[src/rtl/mult_pkg.sv]
// mult_pkg: shared widths, state encoding and iteration bound for the shift-add multiplier
package mult_pkg;
    localparam int MULT_W = 16;
    localparam int CNT_W = 5;
    localparam int LAST_ITER = 15;
    typedef enum logic [1:0] {IDLE, BUSY, DONE} state_t;
endpackage

[src/rtl/brent_kung_16.sv]
// brent_kung_16: 16-bit Brent-Kung prefix adder with carry-in and carry-out
module brent_kung_16 (
    input  logic [15:0] a,
    input  logic [15:0] b,
    input  logic        cin,
    output logic [15:0] sum,
    output logic        cout
);
    logic [15:0] p, gg, pp;
    always_comb begin
        p = a ^ b;
        gg = a & b;
        pp = p;
        gg[0] = gg[0] | (p[0] & cin);
        for (int l = 0; l < 4; l++)
            for (int i = (2 << l) - 1; i < 16; i += 2 << l) begin
                gg[i] = gg[i] | (pp[i] & gg[i - (1 << l)]);
                pp[i] = pp[i] & pp[i - (1 << l)];
            end
        // down-sweep fills in the prefixes the up-sweep tree skipped
        for (int l = 2; l >= 0; l--)
            for (int i = (3 << l) - 1; i < 16; i += 2 << l) begin
                gg[i] = gg[i] | (pp[i] & gg[i - (1 << l)]);
                pp[i] = pp[i] & pp[i - (1 << l)];
            end
        sum = p ^ {gg[14:0], cin};
        cout = gg[15];
    end
endmodule

[src/rtl/seq_shift_add_mult16.sv]
// seq_shift_add_mult16: iterative radix-2 shift-add 16x16 unsigned multiplier with valid/ready handshakes
// SEQ_MULT_EARLY_TERM_EN: finish early once the remaining multiplier bits are all zero
module seq_shift_add_mult16 import mult_pkg::*; #(
    parameter int WIDTH = MULT_W
) (
    input  logic                 clk,
    input  logic                 rst,
    input  logic                 in_valid,
    output logic                 in_ready,
    input  logic [WIDTH-1:0]     a,
    input  logic [WIDTH-1:0]     b,
    output logic                 out_valid,
    input  logic                 out_ready,
    output logic [2*WIDTH-1:0]   product
);
    state_t state, next;
    logic [WIDTH-1:0] mcand, acc_hi, q, s;
    logic [CNT_W-1:0] count;
    logic [2*WIDTH-1:0] step;
    logic c, skip;
    brent_kung_16 u_add (
        .a(acc_hi),
        .b(q[0] ? mcand : '0),
        .cin(1'b0),
        .sum(s),
        .cout(c)
    );
`ifdef SEQ_MULT_EARLY_TERM_EN
    assign skip = (q << count) == '0;
    assign step = skip ? {acc_hi, q} >> (WIDTH - int'(count)) : {c, s, q[WIDTH-1:1]};
`else
    assign skip = 1'b0;
    assign step = {c, s, q[WIDTH-1:1]};
`endif
    assign in_ready = (state == IDLE) && !rst;
    assign out_valid = state == DONE;
    assign product = out_valid ? {acc_hi, q} : '0;
    always_comb begin
        next = state;
        next = state == IDLE ? (in_valid ? BUSY : IDLE)
             : state == BUSY ? ((skip || count == CNT_W'(LAST_ITER)) ? DONE : BUSY)
             : (out_ready ? IDLE : DONE);
    end
    always_ff @(posedge clk) begin
        if (rst) begin
            state <= IDLE;
            mcand <= '0;
            acc_hi <= '0;
            q <= '0;
            count <= '0;
        end else begin
            state <= next;
            if (state == IDLE && in_valid) begin
                mcand <= a;
                q <= b;
                acc_hi <= '0;
                count <= '0;
            end else if (state == BUSY) begin
                {acc_hi, q} <= step;
                count <= count + CNT_W'(1);
            end
        end
    end
endmodule

[config.mk]
export PLATFORM = sky130hd
export DESIGN_NAME = seq_shift_add_mult16
export DESIGN_NICKNAME = d
export VERILOG_FILES = /design/src/rtl/mult_pkg.sv /design/src/rtl/brent_kung_16.sv /design/src/rtl/seq_shift_add_mult16.sv
export SDC_FILE = /design/constraint.sdc
export NUM_CORES = 1
export LEC_CHECK = 0
export CORE_ASPECT_RATIO = 0.5
export CORE_MARGIN = 3
export CORE_UTILIZATION = 30
export DETAILED_ROUTE_END_ITERATION = 10
export MAX_ROUTING_LAYER = met4
export PLACE_DENSITY = 0.48
export SYNTH_ARGS = -nofsm -noshare
export SYNTH_HDL_FRONTEND = slang
export SYNTH_SLANG_ARGS = --single-unit
export TNS_END_PERCENT = 20
[constraint.sdc]
create_clock -name clk -period 4.8 [get_ports clk]
set_input_delay 0.72 -clock clk [delete_from_list [all_inputs] [get_ports clk]]
set_output_delay 0.72 -clock clk [all_outputs]
set_load 0.01 [all_outputs]
==> results.sh <==
export IMPL_async_flop_share_pct=0
export IMPL_maxCapViolations=0
export IMPL_clkTransAtPathRegs_ns=0.07
export IMPL_routabilityCongestion=0.809
export IMPL_yosysTopAreaCellShare_pct=35.7
export IMPL_total_power_mw=1.02
export IMPL_path_class="flop to primary output"
export IMPL_syn_to_final_growth_pct=28.8
export IMPL_critPathRequiredTime_ns=4.08
export IMPL_fin_crit_ns=3.07
export IMPL_ys_seq_elements=55
export IMPL_drc=0
export IMPL_seq_area_frac_synth_pct=35.7
export IMPL_drive_gt1_share_pct=6.18
export IMPL_cts_root_buf="clkbuf_16"
export IMPL_path_max_fanout=33
export IMPL_vias=2591
export IMPL_dr_first_iter_drc_count=93
export IMPL_syn_inst=363
export IMPL_core_area_mm2=0.00973
export IMPL_start_util_pct=31.7
export IMPL_r2r_start="q[0]"
export IMPL_io_buffers=69
export IMPL_dp_hpwl_mm=5.57
export IMPL_hp_start="mcand[14]"
export IMPL_ios=70
export IMPL_n_antenna_cell=0
export IMPL_grt_pass1_vias=2603
export IMPL_start_kind="flop"
export IMPL_synth_distinct_cells=37
export IMPL_power_density_mw_per_mm2=258
export IMPL_synth_fp_nets=424
export IMPL_htreeDepth=2
export IMPL_hp_class="flop to flop"
export IMPL_yosysTopAreaCell="dfxtp_1"
export IMPL_clock_sinks=55
export IMPL_routedWlPerCell_um=14.0
export IMPL_clkLatencyLatePin_ns=0.30
export IMPL_hold_buffers=0
export IMPL_worstPathArrival_ns=2.35
export IMPL_dieArea_mm2=0.0116
export IMPL_relSlewSlack_pct=38.0
export IMPL_tightest_slew_ns=0.930
export IMPL_avgSynthCellArea_um2=8.49
export IMPL_p_leak_nw=1.48
export IMPL_cts_max_path_buffers=2
export IMPL_overflow=0
export IMPL_postCtsSetupBuffers=0
export IMPL_setup_viol=0
export IMPL_grt_pass1_wl_mm=13.1
export IMPL_setup_worst_path_start="state[1]"
export IMPL_synth_top_cells_by_area="dfxtp_1 36%, nand2_1 9.3%, and2_1 8.9%, a21oi_1 8.0%, ha_1 6.9%"
export IMPL_slew_violations=0
export IMPL_clock_skew_ns=0.00427
export IMPL_detail_route_antenna_nets=0
export IMPL_end_kind="primary output"
export IMPL_grt_usage_pct=14.4
export IMPL_status="finished, final reports clean"
export IMPL_finalCritPeriodShare_pct=63.9
export IMPL_die_y_um=77.7
export IMPL_final_cell_mix="76 x nand2_1, 69 x clkdlybuf4s50_1, 55 x dfxtp_1"
export IMPL_final_setup_tns_ns=0
export IMPL_rows=25
export IMPL_cts_tree="done"
export IMPL_grt_setup_unrepaired="false"
export IMPL_ys_warn_count=0
export IMPL_grt_max_degree=48
export IMPL_hold_violations=0
export IMPL_drt_total_wl_mm=7.77
export IMPL_route_detailed_vias_per_inst=4.66
export IMPL_synth_main_ff_cell="dfxtp_1"
export IMPL_drt_first_pass_iters=4
export IMPL_numCtsBuffers=5
export IMPL_peakVddDrop_uv=140
export IMPL_fmax_ghz=0.326
export IMPL_antenna_found_initial=0
export IMPL_die_w_um=149
export IMPL_synth_edf_count=0
export IMPL_cts_resized=0
export IMPL_fin_util_pct=40.8
export IMPL_netlist_area_mm2=0.00308
export IMPL_layout_commonest_cell="nand2_1"
export IMPL_nets=481
==> flip-flops by register name, indices dropped and copies added, names as in the netlist <==
register	cells
acc_hi	16
state	2
q	16
count	5
mcand	16
==> critical path, cell delays in order, from the launching register on <==
cell,delay (ns)
dfxtp_1,0.47
and2b_1,0.79
and2_1,0.25
clkdlybuf4s50_1,0.54
==> stage by stage <==
step                      hold WS [ns]  cells  area [um^2]  worst slack [ns]
final                            0.456    556         3970              1.73
after detailed placement         0.445    548         3810              1.79
after floorplan                  0.432    363         3080              2.11
after global routing             0.478    556         3970              1.47
after CTS                        0.455    556         3970              1.66
after global placement           0.442    548         3810              1.82
==> cells in the mapped netlist, drive strengths merged, types with 4 or more instances <==
cell type	n
nand2	76
dfxtp	55
a21oi	50
xnor2	8
inv	11
ha	17
clkbuf	8
a22oi	16
nor2	17
and2	44
buf	13
a211oi	9
o21ai	4
fa	8
==> logic make-up (layout without fill, tap and decap cells) <==
logic type	Yosys count	in the layout	share of synthesized area (%)
xor gates and xnor gates	10	10	2.84
buffers and inverters	32	90	5.97
and+or+nand+nor	154	154	24.4
DFF	55	55	35.7
adders and majority gates	25	25	12.1
AOI/OAI and AO/OA	87	87	19.0
==> per-layer routing <==
metal	GRT usage (%)	vias to the layer above	part of all wire, %
li1	-	1329	-
met5	-	-	0
met3	2.80	7	3.3
met2	22.1	46	45
met1	19.7	1209	51
met4	3.65	0	0.95
==> area by class of cell <==
class / instances / area [um^2]
Fill cell: 965 / 5760
Multi-Input combinational cell: 276 / 1800
Sequential cell: 55 / 1100
Timing Repair Buffer: 71 / 706
Tap cell: 135 / 169
Clock buffer: 8 / 156
Inverter: 11 / 41.3
==> final timing paths <==
| check | end | cells after the start | slack [ns] |
|---|---|---|---|
| worst max register to register | acc_hi[14] | 10 | 1.80 |
| worst min register to register | mcand[14] | 2 | 0.46 |
| worst min-delay path | mcand[14] | 2 | 0.46 |
| worst max-delay path | product[11] | 3 | 1.73 |
==> report_power, final <==
group          internal, mW  total [mW]  switching [mW]  leakage (nW)
logic                0.0625       0.136          0.0730         0.958
registers             0.481       0.500          0.0198         0.450
clock network         0.223       0.389           0.166        0.0772
No activity file was read; power rests on OpenSTA's default activity.
